==> src/rtl/fetch_unit_l2_pkg.sv <==
// Shared types and constants for the fetch unit and its response buffer.
package fetch_unit_l2_pkg;

  localparam int P_INST_BYTES = 4;

  typedef struct packed {
    logic [31:0] inst;
    logic [31:0] pc;
  } fetch_entry_t;

endpackage

==> src/rtl/fetch_unit_l2_if.sv <==
// Memory request/response and fetch-to-decode handshake bundle.
interface fetch_unit_l2_if #(
  parameter int p_opaq_bits    = 8,
  parameter int p_seq_num_bits = 5
);
  logic                      mem_req_val;
  logic                      mem_req_rdy;
  logic [31:0]               mem_req_addr;
  logic [p_opaq_bits-1:0]    mem_req_opaque;

  logic                      mem_resp_val;
  logic                      mem_resp_rdy;
  logic [31:0]               mem_resp_data;
  logic [31:0]               mem_resp_addr;
  logic [p_opaq_bits-1:0]    mem_resp_opaque;

  logic                      F_val;
  logic                      F_rdy;
  logic [31:0]               F_inst;
  logic [31:0]               F_pc;
  logic [p_seq_num_bits-1:0] F_seq_num;

  modport master (
    output mem_req_val, mem_req_addr, mem_req_opaque,
    input  mem_req_rdy,
    input  mem_resp_val, mem_resp_data, mem_resp_addr, mem_resp_opaque,
    output mem_resp_rdy,
    output F_val, F_inst, F_pc, F_seq_num,
    input  F_rdy
  );

  modport slave (
    input  mem_req_val, mem_req_addr, mem_req_opaque,
    output mem_req_rdy,
    output mem_resp_val, mem_resp_data, mem_resp_addr, mem_resp_opaque,
    input  mem_resp_rdy,
    input  F_val, F_inst, F_pc, F_seq_num,
    output F_rdy
  );
endinterface

==> src/rtl/fetch_unit_l2_fifo.sv <==
// Synchronous FIFO with flush, used to buffer fetched instructions ahead of decode.
module fetch_buffer_fifo #(
  parameter int p_depth = 4,
  parameter int p_width = 64
) (
  input  logic                           clk,
  input  logic                           rst,
  input  logic                           push,
  input  logic [p_width-1:0]             push_data,
  input  logic                           pop,
  input  logic                           flush,
  output logic [p_width-1:0]             pop_data,
  output logic [$clog2(p_depth+1)-1:0]   count,
  output logic                           full,
  output logic                           empty
);
  localparam int AW = $clog2(p_depth);
  localparam int CW = $clog2(p_depth + 1);

  logic [p_width-1:0] storage [p_depth];
  logic [AW-1:0]      wr_ptr;
  logic [AW-1:0]      rd_ptr;

  always_ff @(posedge clk) begin
    if (push) begin
      storage[wr_ptr] <= push_data;
    end
  end

  // Depth is a power of two, so pointers wrap on natural overflow.
  always_ff @(posedge clk) begin
    if (rst || flush) begin
      wr_ptr <= '0;
      rd_ptr <= '0;
      count  <= '0;
    end else begin
      if (push) wr_ptr <= wr_ptr + 1'b1;
      if (pop)  rd_ptr <= rd_ptr + 1'b1;
      count <= count + CW'(push) - CW'(pop);
    end
  end

  assign pop_data = storage[rd_ptr];
  assign empty    = (count == '0);
  assign full     = (count == CW'(p_depth));

  a_no_overflow: assert property (@(posedge clk) disable iff (rst) !(push && full));

endmodule

==> src/rtl/fetch_unit_l2.sv <==
// In-order fetch stage: credit-limited sequential requests, epoch-tagged redirect, buffered delivery to decode.
module fetch_unit_l2
  import fetch_unit_l2_pkg::*;
#(
  parameter logic [31:0] p_rst_addr      = 32'h00000200,
  parameter int          p_num_in_flight = 4,
  parameter int          p_opaq_bits     = 8,
  parameter int          p_seq_num_bits  = 5
) (
  input  logic            clk,
  input  logic            rst,
  fetch_unit_l2_if.master bus,
  input  logic            redirect_val,
  input  logic [31:0]     redirect_target
);
  localparam int CW = $clog2(p_num_in_flight + 1);

  logic [31:0]               fetch_pc;
  logic [p_opaq_bits-1:0]    epoch;
  logic [CW-1:0]             cnt;
  logic [p_seq_num_bits-1:0] seq_num;

  fetch_entry_t  push_entry;
  fetch_entry_t  head;
  logic [CW-1:0] fifo_count;
  logic          fifo_full;
  logic          fifo_empty;

  logic req_xfer;
  logic resp_match;
  logic stale_drop;
  logic f_xfer;

  // cnt covers both requests still in memory and instructions waiting in the FIFO.
  assign bus.mem_req_val    = !rst && !redirect_val && (cnt < CW'(p_num_in_flight));
  assign bus.mem_req_addr   = fetch_pc;
  assign bus.mem_req_opaque = epoch;
  assign bus.mem_resp_rdy   = 1'b1;
  assign req_xfer           = bus.mem_req_val && bus.mem_req_rdy;

  assign resp_match = !rst && bus.mem_resp_val && !redirect_val && (bus.mem_resp_opaque == epoch);
  assign stale_drop = !rst && bus.mem_resp_val && !resp_match;

  assign push_entry = '{inst: bus.mem_resp_data, pc: bus.mem_resp_addr};

  fetch_buffer_fifo #(
    .p_depth (p_num_in_flight),
    .p_width ($bits(fetch_entry_t))
  ) u_buf (
    .clk       (clk),
    .rst       (rst),
    .push      (resp_match),
    .push_data (push_entry),
    .pop       (f_xfer),
    .flush     (redirect_val),
    .pop_data  (head),
    .count     (fifo_count),
    .full      (fifo_full),
    .empty     (fifo_empty)
  );

  assign bus.F_val     = !rst && !redirect_val && !fifo_empty;
  assign bus.F_inst    = head.inst;
  assign bus.F_pc      = head.pc;
  assign bus.F_seq_num = seq_num;
  assign f_xfer        = bus.F_val && bus.F_rdy;

  // Flushed FIFO entries free their credits at once; requests still in memory
  // keep theirs until the stale response comes back and is dropped.
  always_ff @(posedge clk) begin
    if (rst) begin
      fetch_pc <= p_rst_addr;
      epoch    <= '0;
      cnt      <= '0;
      seq_num  <= '0;
    end else if (redirect_val) begin
      fetch_pc <= redirect_target;
      epoch    <= epoch + 1'b1;
      cnt      <= cnt - fifo_count - CW'(stale_drop);
    end else begin
      if (req_xfer) fetch_pc <= fetch_pc + 32'(P_INST_BYTES);
      if (f_xfer)   seq_num  <= seq_num + 1'b1;
      cnt <= cnt + CW'(req_xfer) - CW'(f_xfer) - CW'(stale_drop);
    end
  end

  a_cnt_bounds: assert property (@(posedge clk) disable iff (rst)
    (cnt <= CW'(p_num_in_flight)) && (cnt >= fifo_count));
  a_push_space: assert property (@(posedge clk) disable iff (rst) !(resp_match && fifo_full));

endmodule
==> src/flat_wrapper.sv <==
// flat-port wrapper written by rule: the top's interface ports become plain ports
module fetch_unit_l2_flat import fetch_unit_l2_pkg::*;
#(
  parameter logic [31:0] p_rst_addr      = 32'h00000200,
  parameter int          p_num_in_flight = 4,
  parameter int          p_opaq_bits     = 8,
  parameter int          p_seq_num_bits  = 5
)
  (clk, rst, redirect_val, redirect_target, bus_mem_req_val, bus_mem_req_addr, bus_mem_req_opaque, bus_mem_req_rdy, bus_mem_resp_val, bus_mem_resp_data, bus_mem_resp_addr, bus_mem_resp_opaque, bus_mem_resp_rdy, bus_F_val, bus_F_inst, bus_F_pc, bus_F_seq_num, bus_F_rdy);
  fetch_unit_l2_if #(.p_opaq_bits(p_opaq_bits), .p_seq_num_bits(p_seq_num_bits)) bus_i ();
  input  logic clk;
  input  logic rst;
  input  logic redirect_val;
  input  logic [31:0] redirect_target;
  output wire logic [$bits(bus_i.mem_req_val)-1:0] bus_mem_req_val;
  output wire logic [$bits(bus_i.mem_req_addr)-1:0] bus_mem_req_addr;
  output wire logic [$bits(bus_i.mem_req_opaque)-1:0] bus_mem_req_opaque;
  input wire logic [$bits(bus_i.mem_req_rdy)-1:0] bus_mem_req_rdy;
  input wire logic [$bits(bus_i.mem_resp_val)-1:0] bus_mem_resp_val;
  input wire logic [$bits(bus_i.mem_resp_data)-1:0] bus_mem_resp_data;
  input wire logic [$bits(bus_i.mem_resp_addr)-1:0] bus_mem_resp_addr;
  input wire logic [$bits(bus_i.mem_resp_opaque)-1:0] bus_mem_resp_opaque;
  output wire logic [$bits(bus_i.mem_resp_rdy)-1:0] bus_mem_resp_rdy;
  output wire logic [$bits(bus_i.F_val)-1:0] bus_F_val;
  output wire logic [$bits(bus_i.F_inst)-1:0] bus_F_inst;
  output wire logic [$bits(bus_i.F_pc)-1:0] bus_F_pc;
  output wire logic [$bits(bus_i.F_seq_num)-1:0] bus_F_seq_num;
  input wire logic [$bits(bus_i.F_rdy)-1:0] bus_F_rdy;
  assign bus_mem_req_val = bus_i.mem_req_val;
  assign bus_mem_req_addr = bus_i.mem_req_addr;
  assign bus_mem_req_opaque = bus_i.mem_req_opaque;
  assign bus_i.mem_req_rdy = bus_mem_req_rdy;
  assign bus_i.mem_resp_val = bus_mem_resp_val;
  assign bus_i.mem_resp_data = bus_mem_resp_data;
  assign bus_i.mem_resp_addr = bus_mem_resp_addr;
  assign bus_i.mem_resp_opaque = bus_mem_resp_opaque;
  assign bus_mem_resp_rdy = bus_i.mem_resp_rdy;
  assign bus_F_val = bus_i.F_val;
  assign bus_F_inst = bus_i.F_inst;
  assign bus_F_pc = bus_i.F_pc;
  assign bus_F_seq_num = bus_i.F_seq_num;
  assign bus_i.F_rdy = bus_F_rdy;
  fetch_unit_l2 #(.p_rst_addr(p_rst_addr), .p_num_in_flight(p_num_in_flight), .p_opaq_bits(p_opaq_bits), .p_seq_num_bits(p_seq_num_bits)) u_core (.clk(clk), .rst(rst), .bus(bus_i), .redirect_val(redirect_val), .redirect_target(redirect_target));
endmodule
==> config.mk <==
export PLATFORM = sky130hd
export DESIGN_NAME = fetch_unit_l2_flat
export DESIGN_NICKNAME = d
export VERILOG_FILES = /design/src/rtl/fetch_unit_l2_pkg.sv /design/src/rtl/fetch_unit_l2_if.sv /design/src/rtl/fetch_unit_l2_fifo.sv /design/src/rtl/fetch_unit_l2.sv /design/src/flat_wrapper.sv
export SDC_FILE = /design/constraint.sdc
export NUM_CORES = 1
export LEC_CHECK = 0
export ABC_CLOCK_PERIOD_IN_PS = 3850
export CORE_UTILIZATION = 30
export CTS_CLUSTER_SIZE = 8
export DETAILED_ROUTE_END_ITERATION = 16
export DONT_BUFFER_PORTS = 1
export GPL_TIMING_DRIVEN = 0
export SLEW_MARGIN = 15
export SYNTH_ARGS = -nofsm -noshare
export SYNTH_HDL_FRONTEND = slang
export SYNTH_SLANG_ARGS = --single-unit
==> constraint.sdc <==
create_clock -name clk -period 3.85 [get_ports clk]
set_input_delay 0.77 -clock clk [delete_from_list [all_inputs] [get_ports clk]]
set_output_delay 0.77 -clock clk [all_outputs]
set_load 0.1 [all_outputs]
== Word-level counts from Yosys, hierarchy flattened ==
Memory sizes are Yosys's and may differ from the RTL's. A register that Yosys moved wholly into a read port is not among the register bits.
Cells that the tools add are included.

* Flip-flop bits (word level): 55
* Bits in writable memories: 256
* Output and inout port bits: 112
* Word-level logic and storage cells: 47
* Memories kept: 1

* Bitwise logic cells: 1
* Equal/unequal tests: 1
* Muxes and demuxes: 7
* Reductions and logical operators: 17
* $add $sub $neg: 12
* $lt $le $gt $ge: 1

{| class="wikitable"
|+ Memory list
! memory !! words !! bits a word !! read ports !! clocked after Yosys merged registers in !! write ports !! RTL line !! RTL
|-
| u_core.u_buf.storage || 4 || 64 || 1 || 1 || 1 || fetch_unit_l2_fifo.sv:20 || <nowiki>logic [p_width-1:0] storage [p_depth];</nowiki>
|}

{| class="wikitable"
|+ Operators by type and width
! kind !! number
|-
| $mux 32 || 2
|-
| $add 32x3->32 const B || 1
|-
| $sub 3x1->3 || 4
|-
| $logic_and 1x1->1 || 9
|-
| $add 8x1->8 const B || 1
|-
| $eq 8x8->1 || 1
|-
| $add 3x1->3 || 2
|-
| $add 5x1->5 const B || 1
|-
| $add 2x1->2 const B || 2
|-
| $logic_not 1->1 || 4
|-
| $mux 2 || 2
|-
| $logic_not 3->1 || 1
|-
| $lt 3x3->1 const B || 1
|-
| $mux 3 || 1
|-
| $sub 3x3->3 || 1
|-
| $mux 1 || 2
|-
| $reduce_and 2->1 || 1
|-
| $reduce_bool 2->1 || 1
|-
| $logic_or 1x1->1 || 1
|-
| $not 1->1 || 1
|}

== Depth between registers and ports, before layout ==
Gate-level depths: netlist (run 1).

* Depth after elaboration: 8
* Gate-level depth with buffers: 14

== Cells and area by module ==
A second synthesis (run 1) with hierarchy kept.

* Cell total of the unflattened synthesis: 728
* Area, all modules: 12,567.1 sq um

{| class="wikitable"
|+ By module, submodules not included
! module !! area an instance (sq um) !! sequential area each (sq um) !! instances !! cells each
|-
| fetch_buffer_fifo || 9,761.9 || 7,867.5 || 1 || 380
|-
| fetch_unit_l2 || 2,805.2 || 960.9 || 1 || 348
|}

== Least setup slack after synthesis (run 1) ==
No wires, ideal clock.

* Kind: input -> register
* Start: input port redirect_val
* End: memory u_core.u_buf.storage[1][0], enable pin
* Path slack: 0.043 ns
* Cell stages on the path: 6
* Library setup time: 0.429 ns
* Data arrival time: 3.378 ns
* Path through: buf_2 nor2_1 clkbuf_1 nand3_1 nor3_1 and2_1

* Longest elaborated chain between the ends: 5

{| class="wikitable"
|+ Ends and longest elaborated chain
! item !! RTL line !! RTL
|-
| from (decl) || flat_wrapper.sv:13 || <nowiki>input logic redirect_val;</nowiki>
|-
| $logic_not 1->1 || fetch_unit_l2.sv:41 || <nowiki>assign resp_match = !rst && bus.mem_resp_val && !redirect_val && (bus.mem_resp_opaque == epoch);</nowiki>
|-
| $logic_and 1x1->1 (2 in a row) || fetch_unit_l2.sv:41 ||
|-
| $mux 1 || fetch_unit_l2_fifo.sv:25 || <nowiki>if (push) begin</nowiki>
|-
| $mux 1 (implied by the code) || fetch_unit_l2_fifo.sv:26 || <nowiki>storage[wr_ptr] <= push_data;</nowiki>
|-
| to (decl) || fetch_unit_l2_fifo.sv:20 ||
|}

Every way passes these cells.

== Worst setup path in the final report (run 1) ==
* Start: input port redirect_val
* End: output port bus_mem_req_val

* Longest elaborated chain between the ends: 3

{| class="wikitable"
|+ Ends and longest elaborated chain
! item !! RTL line !! RTL
|-
| $logic_not 1->1 || fetch_unit_l2.sv:35 || <nowiki>assign bus.mem_req_val = !rst && !redirect_val && (cnt < CW'(p_num_in_flight));</nowiki>
|-
| $logic_and 1x1->1 (2 in a row) || fetch_unit_l2.sv:35 ||
|-
| to (decl) || flat_wrapper.sv:15 || <nowiki>output wire logic [$bits(bus_i.mem_req_val)-1:0] bus_mem_req_val;</nowiki>
|}

Every way passes these cells.

==> results of run 1 <==
metal layers:
metal	up-vias	global-route usage, %	part of all wire [%]
li1	3000	-	-
met1	3378	16.4	39
met2	283	22.8	47
met3	64	5.77	11
met4	0	6.25	3.2
met5	-	0	0
synthesized netlist by cell type (11+ instances only):
cell      instances  area [um2]
buf_2            13        65.1
ha_1             12         150
edfxtp_1        256        7690
nor2_1           41         154
dfxtp_1          57        1140
xnor2_1          20         175
inv_1            17        63.8
nand4_1          22         138
nand3_1          18        90.1
nand2_1          32         120
mux4_2           64        1440
a21oi_1          11        55.1
o21ai_0          11        55.1
clkbuf_1         23        86.3
where the power goes:
part	internal, mW	leakage, nW	switching [mW]
Combinational	0.0596	1.16	0.104
Sequential	3.70	2.77	0.233
Clock	2.18	0.605	1.37
flip-flops by register name, summed over array words and instances, names as in the netlist, named ones only:
| register | cells |
|---|---|
| u_core.u_buf.storage | 256 |
| u_core.bus.mem_req_addr | 32 |
| u_core.bus.F_seq_num | 5 |
| u_core.u_buf.rd_ptr | 2 |
| u_core.u_buf.count | 3 |
| u_core.bus.mem_req_opaque | 8 |
| u_core.cnt | 3 |
| u_core.u_buf.wr_ptr | 2 |
final timing paths:
kind                            slack (ns)                     endpoint  cells after the start                    startpoint
worst max-delay path                  0.26              bus_mem_req_val                      6                  redirect_val
worst min-delay path                  0.31  u_core.u_buf.storage[2][31]                      0         bus_mem_resp_addr[31]
worst max register to register        0.38                u_core.cnt[2]                     10  u_core.bus.mem_req_opaque[2]
worst min register to register        0.50       u_core.u_buf.wr_ptr[1]                      2        u_core.u_buf.wr_ptr[1]
worst reg2reg max path: cells and delay by family (launching register included):
family	cells	cell delay (ns)
adders and majority gates	3	0.94
AOI/OAI and AO/OA	1	0.78
DFF	1	0.73
xor gates and xnor gates	3	0.47
and+or+nand+nor	2	0.26
muxes	1	0.17
stage by stage:
step | total power, mW | cell area (um2) | instances | hold slack (ns) | setup slack [ns]
floorplan | 4.09 | 12500 | 728 | 0.468 | 0.0431
global placement | 4.15 | 13200 | 1260 | 0.480 | -1.75
detailed placement | 4.15 | 13300 | 1264 | 0.488 | -0.247
CTS | 7.74 | 14500 | 1326 | 0.266 | 0.00166
global route | 7.89 | 14500 | 1325 | 0.274 | 0.0979
finish | 7.64 | 14500 | 1325 | 0.312 | 0.261
repair_timing:
item	4_1_cts	5_1_grt
gates resized for setup	3	9
endpoints found under the setup margin	34	5
buffers inserted	0	0
pin swaps	0	1
cell type report:
type | count | area, um2
Fill cell | 3879 | 26400
Clock inverter | 2 | 15.0
Timing Repair Buffer | 4 | 110
Buffer | 37 | 165
Multi-Input combinational cell | 358 | 3450
Inverter | 18 | 70.1
Sequential cell | 313 | 8840
Tap cell | 532 | 666
Clock buffer | 61 | 1230
cell families (layout without fill, tap and decap cells):
group | after synthesis | after routing | synth area share [%]
AOI/OAI and AO/OA | 61 | 61 | 3.46
xor gates and xnor gates | 30 | 30 | 2.10
adders and majority gates | 16 | 16 | 1.84
buffers and inverters | 57 | 122 | 1.92
DFF | 313 | 313 | 70.6
muxes | 75 | 75 | 12.4
other | 1 | 1 | 0.0300
and+or+nand+nor | 175 | 175 | 7.60
==> flow_summary_export.csv, run 1 <==
group,metric,value,unit
final_layout,drive_gt1_share,19.8,%
floorplanning,fp.dieW,206,um
route,postRouteAntennaNets,0,
clock_tree,numCtsBuffers,45,
placed_design,gp_congestion,0.877,
setup_path,worstSetupPathType,"input pin to output pin",
setup_path,cp.required,3.08,ns
clock_tree,cts_hold_buffers,0,
setup_path,path_buf_inv,4,
clock_tree,clock_latency,0.55,ns
final_layout,final_cell_mix,"edfxtp_1, mux4_2, dfxtp_1",
setup_path,path_cells,"buf_2 > inv_1 > clkbuf_1 > clkbuf_2 > nand2_1 > nor2_4",
timing,finalClockSkew,0.0140,ns
global_routing,grt_pass1_wl,44000,um
synth,synth-edff-count,256,
route,avgRoutedWirePerCell,22.2,um
min_path,worstHoldPathType,"input pin to register",
power,power_density,525,nW/um2
final_layout,antenna_cells,0,
setup_path,path_max_fanout,10,
final_layout,post-route-util,35.5,%
setup_path,path_delay_family,"buffers and inverters",
timing,tns,0,ns
power,ir_worst_vdd,0.000268,V
floorplanning,die_area,42500,um2
setup_path,cp-start-kind,"input pin",
timing,period_share,93.2,%
placed_design,hpwl,18800,um
global_routing,grt_util_all_layers,14.1,%
global_routing,grt_max_degree,44,
route,vias_per_cell,5.08,
global_routing,grt_overflow,0,
synth,seq_area_frac_synth,70.6,%
timing,fin_crit,3.59,ns
route,firstDrtPassIters,5,
synth,ys_types,51,
final_layout,areaGrowthSynthToFinish,16.3,%
floorplanning,initial_core_util,30.6,%
synth,ys_async_sr_fraction,0,%
synth,postSynthCellCount,728,
final_layout,layout_commonest_cell,"edfxtp_1",
synth,synth.net_count,854,
status,status,"finished clean",
synth,synth_area_per_cell,17.2,um2
synth,ys_seq_elements,313,
setup_path,max_stage_delay,0.60,ns
setup_path,slowest_stage,"nor2_4",
clock_tree,cts.htree.levels,2,
clock_tree,cts.clk_slew.worst_paths,0.05,ns
timing,rsz0062_at_grt,"false",
timing,hold_viol,0,
synth,yosys_warnings,0,
power,p_leak,4.54,nW
timing,setup-violations-final,0,
route,drc,0,
clock_tree,cts_sinks,313,
timing,fmax,279,MHz
global_routing,antenna_found_initial,0,
route,vias,6725,
clock_tree,cts_tree,"built",
floorplanning,core,40900,um2
setup_path,critPathArrivalTime,2.82,ns
job,maxCapViolations,0,
floorplanning,rows,74,
timing,worst_slew_pin_slew,1.21,ns
floorplanning,die_height,206,um
clock_tree,cts_max_path_buffers,3,
setup_path,setup.worst_path.end_class,"output pin",
synth,syn_area,12500,um2
placed_design,io_buffers,0,
timing,drv_slew,0,
clock_tree,clock-root-buffer,"clkbuf_16",
global_routing,grt_pass1_vias,7177,
route,wirelength,29400,um
timing,slew_headroom,19.2,%
route,dr.first_iter.drc_count,344,
final_layout,nets,903,
synth,synth_ff_type,"edfxtp_1",
floorplanning,ios,222,
Note: power is estimated with default switching activity, not from simulation.
==> run 2, diff against run 1 <==
PLACE_DENSITY = 0.46   (was not set)
==> run 2 against run 1 <==
Net effect:
- via count is 2.5% lower
- highest routed layer unchanged
- maximum frequency down 0.81%
- routed wire length is essentially flat
- critical path type unchanged
- largest cell class unchanged
- utilization shrank 0.055 points
- sequential power hardly changed
- largest power group unchanged
- critical path depth stayed put
- non-clock buffer count grew 2
==> flow_summary_export.csv, run 2 (synthesis gave the netlist of run 1 again) <==
group,metric,value,unit
final_layout,nets,905,
global_routing,grt_overflow,0,
final_layout,layout_commonest_cell,"edfxtp_1",
final_layout,areaGrowthSynthToFinish,16.2,%
min_path,min_from,"bus_mem_resp_data[0]",
timing,worst_slew_pin_slew,1.19,ns
power,p_leak,4.53,nW
timing,setup-violations-final,0,
timing,fin_crit,3.62,ns
floorplanning,rows,74,
setup_path,slowest_stage,"nor2_4",
placed_design,io_buffers,0,
route,vias_per_cell,4.95,
clock_tree,numCtsBuffers,45,
global_routing,grt_pass1_wl,43700,um
timing,slew_headroom,20.8,%
clock_tree,cts_tree,"built",
route,dr.first_iter.drc_count,306,
setup_path,path_buf_inv,4,
setup_path,worstSetupPathType,"input pin to output pin",
floorplanning,core,40900,um2
route,drc,0,
setup_path,cp.required,3.08,ns
timing,holdWs,0.316,ns
power,ir_worst_vdd,0.000257,V
route,avgRoutedWirePerCell,22.2,um
status,status,"finished clean",
setup_path,crit_start,"redirect_val",
timing,rsz0062_at_grt,"false",
setup_path,path_max_fanout,10,
route,postRouteAntennaNets,0,
setup_path,setup.worst_path.end_class,"output pin",
clock_tree,cts.clk_slew.worst_paths,0.05,ns
route,vias,6557,
timing,finalClockSkew,0.0130,ns
route,wirelength,29500,um
timing,drv_slew,0,
final_layout,final_cell_mix,"edfxtp_1, mux4_2, dfxtp_1",
global_routing,antenna_found_initial,0,
setup_path,path_delay_family,"buffers and inverters",
placed_design,gp_congestion,0.812,
clock_tree,cts_hold_buffers,0,
setup_path,r2r-start,"u_core.bus.mem_req_opaque[2]",
floorplanning,ios,222,
clock_tree,clock-root-buffer,"clkbuf_16",
clock_tree,cts_sinks,313,
global_routing,grt_util_all_layers,14.0,%
final_layout,drive_gt1_share,19.9,%
final_layout,antenna_cells,0,
floorplanning,fp.dieW,206,um
placed_design,hpwl,19600,um
min_path,worstHoldPathType,"input pin to register",
setup_path,max_stage_delay,0.61,ns
timing,period_share,94.0,%
setup_path,cp-start-kind,"input pin",
final_layout,largest_register,"u_core.u_buf.storage",
clock_tree,clock_latency,0.54,ns
setup_path,critPathArrivalTime,2.85,ns
floorplanning,die_height,206,um
global_routing,grt_max_degree,45,
clock_tree,cts.htree.levels,2,
power,power_density,521,nW/um2
floorplanning,initial_core_util,30.6,%
final_layout,post-route-util,35.5,%
timing,fmax,276,MHz
job,maxCapViolations,0,
setup_path,path_cells,"buf_2 > inv_1 > clkbuf_1 > clkbuf_2 > nand2_1 > nor2_4",
clock_tree,cts_max_path_buffers,3,
global_routing,grt_pass1_vias,6876,
timing,hold_viol,0,
clock_tree,post_cts_buffers,0,
floorplanning,die_area,42500,um2
route,firstDrtPassIters,4,
final_layout,largest_register_ffs,256,
## run 2: cell types whose count changed in the layout (fill, tap and decap cells not counted), sizes merged
cell / before / now
clkbuf: 82 / 80
clkinv: 0 / 1
## run 2: worst paths after layout
check	end	slack, ns	cells past startpoint
min	u_core.u_buf.storage[3][32]	0.32	0
min reg2reg	u_core.u_buf.wr_ptr[1]	0.51	2
max reg2reg	u_core.cnt[2]	0.49	10
max	bus_mem_req_val	0.23	6
## run 2: metrics by stage
step,cell area [um2],worst slack [ns],setup TNS [ns],power (mW),instances
floorplan,12500,0.0431,0,4.09,728
global placement,13200,-1.93,-483.82,4.15,1260
detailed placement,13300,-0.402,-1.07,4.15,1264
CTS,14500,0.0130,0,7.68,1324
global route,14500,0.0240,0,7.83,1324
finish,14500,0.232,0,7.57,1324
## run 2: worst reg2reg max path: stages, from the launching register on
cell	delay [ns]
dfxtp_2	0.73
xnor2_1	0.20
nand4_1	0.23
o311ai_1	0.65
fa_1	0.53
ha_1	0.20
ha_1	0.19
xnor2_1	0.18
mux2i_1	0.12
xnor2_1	0.16
nor2_1	0.06
## run 2: area by class of cell
type                    instances  area (um2)
plain buffers                  39         171
clock buffers                  57        1190
clock inverters                 3        22.5
fillers                      3896       26400
inverters                      18        70.1
multi-input cells             358        3450
flip-flops and latches        313        8840
well taps                     532         666
repair buffers                  4         110
## run 2: what timing repair did
item | 4_1_cts | 5_1_grt
resized for setup | 9 | 2
pin swaps | 1 | 0
endpoints found under the setup margin | 2 | 2
## run 2: power by group
| part | switching (mW) | leakage, nW | total, mW | internal, mW |
|---|---|---|---|---|
| logic | 0.105 | 1.16 | 0.164 | 0.0593 |
| registers | 0.234 | 2.77 | 3.93 | 3.70 |
| clock network | 1.35 | 0.594 | 3.48 | 2.13 |
## run 2: routing by layer
layer	global-route usage, %	vias to the layer above	wire length, um
met5	0	-	0
met3	6.31	42	2970
met1	16.7	3293	12100
met2	22.5	224	13800
li1	-	2998	-
met4	4.20	0	553
==> run 3, diff against run 2 <==
PLACE_DENSITY = 0.56   (was 0.46)
==> run 3 against run 2 <==
Net effect:
- via count grew 0.34%
- largest cell class unchanged
- clock power down 2%
- total power is 0.77% lower
- largest power group unchanged
- clock-buffer cell count fell by 5
- register-to-register slack got worse by 0.04 ns
- die area is the same
- maximum frequency rose by 1.0%
==> flow_summary_export.csv, run 3 (synthesis gave the netlist of run 1 again) <==
group,metric,value,unit
final_layout,drive_gt1_share,19.8,%
clock_tree,cts.htree.levels,2,
floorplanning,rows,74,
min_path,worstHoldPathType,"input pin to register",
route,dr.first_iter.drc_count,353,
final_layout,largest_register_ffs,256,
global_routing,grt_overflow,0,
final_layout,multiInputGateArea,3450,um2
placed_design,preCtsSetupSlack,-0.282,ns
final_layout,regArea,8840,um2
clock_tree,cts_sinks,313,
floorplanning,die_area,42500,um2
global_routing,grt_util_all_layers,13.8,%
final_layout,areaGrowthSynthToFinish,15.8,%
final_layout,largest_register,"u_core.u_buf.storage",
setup_path,worstSetupPathType,"input pin to output pin",
power,power_density,519,nW/um2
floorplanning,die_height,206,um
final_layout,nets,904,
final_layout,nFillCells,3904,
power,p_leak,4.51,nW
placed_design,gp_congestion,0.871,
power,ir_worst_vdd,0.000341,V
setup_path,setup.worst_path.end_class,"output pin",
placed_design,io_buffers,0,
timing,rsz0062_at_grt,"false",
route,firstDrtPassIters,4,
timing,slew_headroom,18.1,%
clock_tree,cts_hold_buffers,0,
clock_tree,cts_tree,"built",
clock_tree,cts_max_path_buffers,3,
min_path,min_path_cells,0,
route,vias,6579,
min_path,min_from,"bus_mem_resp_data[24]",
global_routing,antenna_found_initial,0,
final_layout,antenna_cells,0,
setup_path,cp-start-kind,"input pin",
route,avgRoutedWirePerCell,22.1,um
setup_path,cp.required,3.08,ns
clock_tree,post_cts_buffers,0,
timing,setup-violations-final,0,
floorplanning,ios,222,
setup_path,rr_worst_depth,10,
status,status,"finished clean",
timing,tns,0,ns
setup_path,path_max_fanout,10,
route,postRouteAntennaNets,0,
floorplanning,fp.dieW,206,um
timing,fmax,279,MHz
timing,period_share,93.0,%
global_routing,grt_pass1_vias,6931,
final_layout,design_area,14500,um2
timing,fin_crit,3.58,ns
timing,finalClockSkew,0.0128,ns
timing,drv_slew,0,
global_routing,grt_pass1_wl,43400,um
timing,holdWs,0.317,ns
setup_path,r2r-start,"u_core.bus.mem_req_opaque[2]",
clock_tree,cts.clk_slew.worst_paths,0.05,ns
placed_design,hpwl,18600,um
global_routing,grt_max_degree,47,
min_path,holdPathEnd,"u_core.u_buf.storage[0][56]",
floorplanning,initial_core_util,30.6,%
setup_path,r2r_slack,0.45,ns
job,maxCapViolations,0,
clock_tree,numCtsBuffers,45,
final_layout,layout_commonest_cell,"edfxtp_1",
timing,hold_viol,0,
setup_path,critPathArrivalTime,2.81,ns
timing,fin_ws,0.268,ns
route,drc,0,
floorplanning,core,40900,um2
final_layout,final_cell_mix,"edfxtp_1, mux4_2, dfxtp_1",
setup_path,r2r_end,"u_core.cnt[2]",
clock_tree,clock_latency,0.54,ns
route,wirelength,29100,um
placed_design,placed_area,13300,um2
clock_tree,clock-root-buffer,"clkbuf_16",
route,vias_per_cell,4.99,
timing,worst_slew_pin_slew,1.23,ns
run 3: cell count changes in the layout (fill, tap and decap cells not counted):
cell	before	now
dfxtp_2	9	8
dfxtp_1	48	49
clkinv_1	0	1
o311ai_1	1	0
clkbuf_2	1	2
clkbuf_8	2	0
o311ai_0	0	1
clkbuf_1	32	27
run 3: repair_timing:
action / 4_1_cts / 5_1_grt
gates resized for setup: 2 / 10
pin swaps: 0 / 1
endpoints found under the setup margin: 11 / 3
run 3: cell type report:
cell class	instances	area share, %
Multi-Input combinational cell	358	23.8
Sequential cell	313	61.0
Clock inverter	4	0.181
Tap cell	532	4.60
Clock buffer	52	7.96
Buffer	38	1.17
Timing Repair Buffer	4	0.760
Inverter	18	0.484
run 3: stage by stage:
| stage | cells | total power [mW] | util [%] |
|---|---|---|---|
| CTS | 1319 | 7.62 | 35.4 |
| floorplan | 728 | 4.09 | - |
| global route | 1319 | 7.77 | 35.4 |
| finish | 1319 | 7.51 | 35.4 |
| global placement | 1260 | 4.15 | 32.2 |
| detailed placement | 1264 | 4.15 | 32.5 |
run 3: critical path: stages:
cell and delay (ns):
buf_2 0.17, inv_1 0.14, clkbuf_1 0.44, clkbuf_2 0.37, nand2_1 0.30, nor2_4 0.61
run 3: power breakdown:
part,leakage (nW),switching (mW),internal [mW]
Clock,0.577,1.35,2.07
Sequential,2.77,0.233,3.70
Combinational,1.16,0.104,0.0592
Total,4.51,1.69,5.83
run 3: how the worst max path moves through the flow:
stage | from | cells after the start | slack [ns] | to
after global routing | register | 3 | 0.08 | bus_F_inst[9]
after global placement | redirect_val | 6 | -1.82 | u_core.u_buf.storage[1][52]
after floorplan | redirect_val | 6 | 0.04 | u_core.u_buf.storage[1][0]
after CTS | redirect_val | 6 | 0.007 | bus_mem_req_val
after detailed placement | redirect_val | 6 | -0.28 | bus_mem_req_val
final | redirect_val | 6 | 0.27 | bus_mem_req_val
run 3: layer usage:
metal	GRT usage [%]	vias up	share of wire, %
li1	-	2984	-
met1	16.1	3299	40
met2	21.9	251	46
met3	6.69	45	12
met4	5.36	0	2.4
met5	0	-	0
==> edit, RTL diff (config.mk and constraints of run 2) <==
`p_opaq_bits` is set to 8 in 3 places; all go to 6.
--- a/src/rtl/fetch_unit_l2_if.sv
+++ b/src/rtl/fetch_unit_l2_if.sv
@@ -1,6 +1,6 @@
 // Memory request/response and fetch-to-decode handshake bundle.
 interface fetch_unit_l2_if #(
-  parameter int p_opaq_bits    = 8,
+  parameter int p_opaq_bits    = 6,
   parameter int p_seq_num_bits = 5
 );
   logic                      mem_req_val;
--- a/src/rtl/fetch_unit_l2.sv
+++ b/src/rtl/fetch_unit_l2.sv
@@ -4,7 +4,7 @@
 #(
   parameter logic [31:0] p_rst_addr      = 32'h00000200,
   parameter int          p_num_in_flight = 4,
-  parameter int          p_opaq_bits     = 8,
+  parameter int          p_opaq_bits     = 6,
   parameter int          p_seq_num_bits  = 5
 ) (
   input  logic            clk,
--- a/src/flat_wrapper.sv
+++ b/src/flat_wrapper.sv
@@ -3,7 +3,7 @@
 #(
   parameter logic [31:0] p_rst_addr      = 32'h00000200,
   parameter int          p_num_in_flight = 4,
-  parameter int          p_opaq_bits     = 8,
+  parameter int          p_opaq_bits     = 6,
   parameter int          p_seq_num_bits  = 5
 )
   (clk, rst, redirect_val, redirect_target, bus_mem_req_val, bus_mem_req_addr, bus_mem_req_opaque, bus_mem_req_rdy, bus_mem_resp_val, bus_mem_resp_data, bus_mem_resp_addr, bus_mem_resp_opaque, bus_mem_resp_rdy, bus_F_val, bus_F_inst, bus_F_pc, bus_F_seq_num, bus_F_rdy);
Ports: changed (resized bus_mem_req_opaque and bus_mem_resp_opaque); port bits go from 222 to 218. The function was not compared with the original's and may differ.
==> edit against run 2 <==
  * Synthesized cell count shrank 1.2%
  * Worst setup slack improved by 0.039 ns
  * Worst hold slack worse by 0.014 ns
  * Fmax grew 1.1%
  * Sequential cell count shrank 2
  * Wire length is 1.1% higher
  * Synthesized area fell by 0.94%
  * Final cell count fell by 0.76%
  * First-iteration DRC count increased by 2.0%
  * Total power is 0.44% lower
  * Design area fell by 0.84%
  * Die area shrank 0.93%
  * Critical endpoint is now bus_F_inst[23]
  * Largest cell class unchanged
==> edit: results <==
set metrics [dict create \
    vdd_ir_drop_max_uv 265 \
    hpwlAfterDp_um 19400 \
    numCtsBuffers 44 \
    worstSkewPairLatency_ns 0.56 \
    dp.cells 1255 \
    grt_pass1_vias 6889 \
    status "completed" \
    holdWs_ns 0.302 \
    rr_startpoint "u_core.bus.mem_req_opaque[0]" \
    syn_area_per_cell_um2 17.2 \
    wirelength_um 29800 \
    postPlaceCellArea_mm2 0.0132 \
    yosysUniqueCellTypes 53 \
    power_leakage_nw 4.45 \
    wl_met1_um 12400 \
    synth_nets 843 \
    netlist_top_cells_area "edfxtp_1, mux4_2, dfxtp_1" \
    cp.arrival_ns 2.81 \
    min-delay-start "bus_mem_resp_data[31]" \
    met2WireLength_um 13900 \
    fin_nets 892 \
    dr.pass1.iters 5 \
    drt-initial-drc-count 312 \
    criticalPathCategory "reg -> out" \
    grt_pass1_wl_um 44000 \
    vias_per_cell 5.03 \
    slowest_stage "mux4_2" \
    grt_usage_pct 14.2 \
    wire_per_inst_um 22.7 \
    tightest_slew_ns 1.24 \
    synthTopCellsByCount "edfxtp_1, mux4_2, dfxtp_1" \
]
-- edit: cell types whose count changed after synthesis, moves of 6 or more --
| cell | before | now |
|---|---|---|
| o21ai_0 | 11 | 17 |
| xor2_1 | 10 | 17 |
| nand2_1 | 32 | 24 |
| buf_1 | 1 | 10 |
| buf_2 | 13 | 0 |
| nor4_1 | 2 | 10 |
| xnor2_1 | 20 | 13 |
-- edit: cell type report --
type                            count  area (um2)
Inverter                           19        71.3
Fill cell                        3887       26300
Multi-Input combinational cell    354        3390
Clock buffer                       57        1150
Clock inverter                      3        45.0
Buffer                             34         193
Sequential cell                   311        8790
Timing Repair Buffer                4        95.1
Tap cell                          532         666
-- edit: worst register-to-register path: cells and delay by family, from the launching register on --
| family | cells | cell delay (ns) |
|---|---|---|
| fa+ha+maj | 3 | 0.86 |
| xor+xnor | 3 | 0.51 |
| mux | 1 | 0.18 |
| simple gates | 2 | 0.25 |
| flops | 1 | 1.07 |
| compound gates | 1 | 0.37 |
-- edit: what timing repair did --
action	CTS	global route
setup endpoints to repair	60	1
buffers inserted	0	0
resized for setup	12	3
hold buffers	0	0
pin swaps	0	0
-- edit: cells by family (layout without fill, tap and decap cells) --
logic type	Yosys count	in the layout	share of synthesized area, %
AND/OR/NAND/NOR	171	171	7.51
other	1	1	0.0303
XOR/XNOR	30	30	2.12
AO/OA/AOI/OAI	64	64	3.43
multiplexers	72	72	12.3
buffers and inverters	54	117	1.80
adder cells (fa/ha/maj)	16	16	1.86
flip-flops	311	311	71.0
-- edit: routing by layer --
metal,global-route usage (%),vias up
li1,-,2966
met1,17.2,3368
met2,22.6,211
met3,5.67,58
met4,5.40,0
met5,0,-
-- edit: power breakdown --
part           leakage, nW  switching [W]  internal (W)  total (W)
Sequential            2.75       0.000246       0.00368    0.00392
Clock                0.579        0.00139       0.00207    0.00345
Combinational         1.12       0.000102     0.0000602   0.000162
-- edit: per-stage QoR --
step                      worst slack [ns]  utilization (%)  setup TNS (ns)
after floorplan                      0.386                -               0
after global placement              -0.524             32.0         -126.11
after detailed placement            0.0284             32.3               0
after CTS                            0.107             35.3               0
after global routing                0.0470             35.4               0
final                                0.270             35.4               0
-- edit: final timing paths --
path                                      end  cells past startpoint
setup reg to reg                u_core.cnt[2]                     10
hold / removal    u_core.u_buf.storage[0][63]                      0
setup / recovery               bus_F_inst[23]                      3
hold reg to reg        u_core.u_buf.wr_ptr[0]                      2
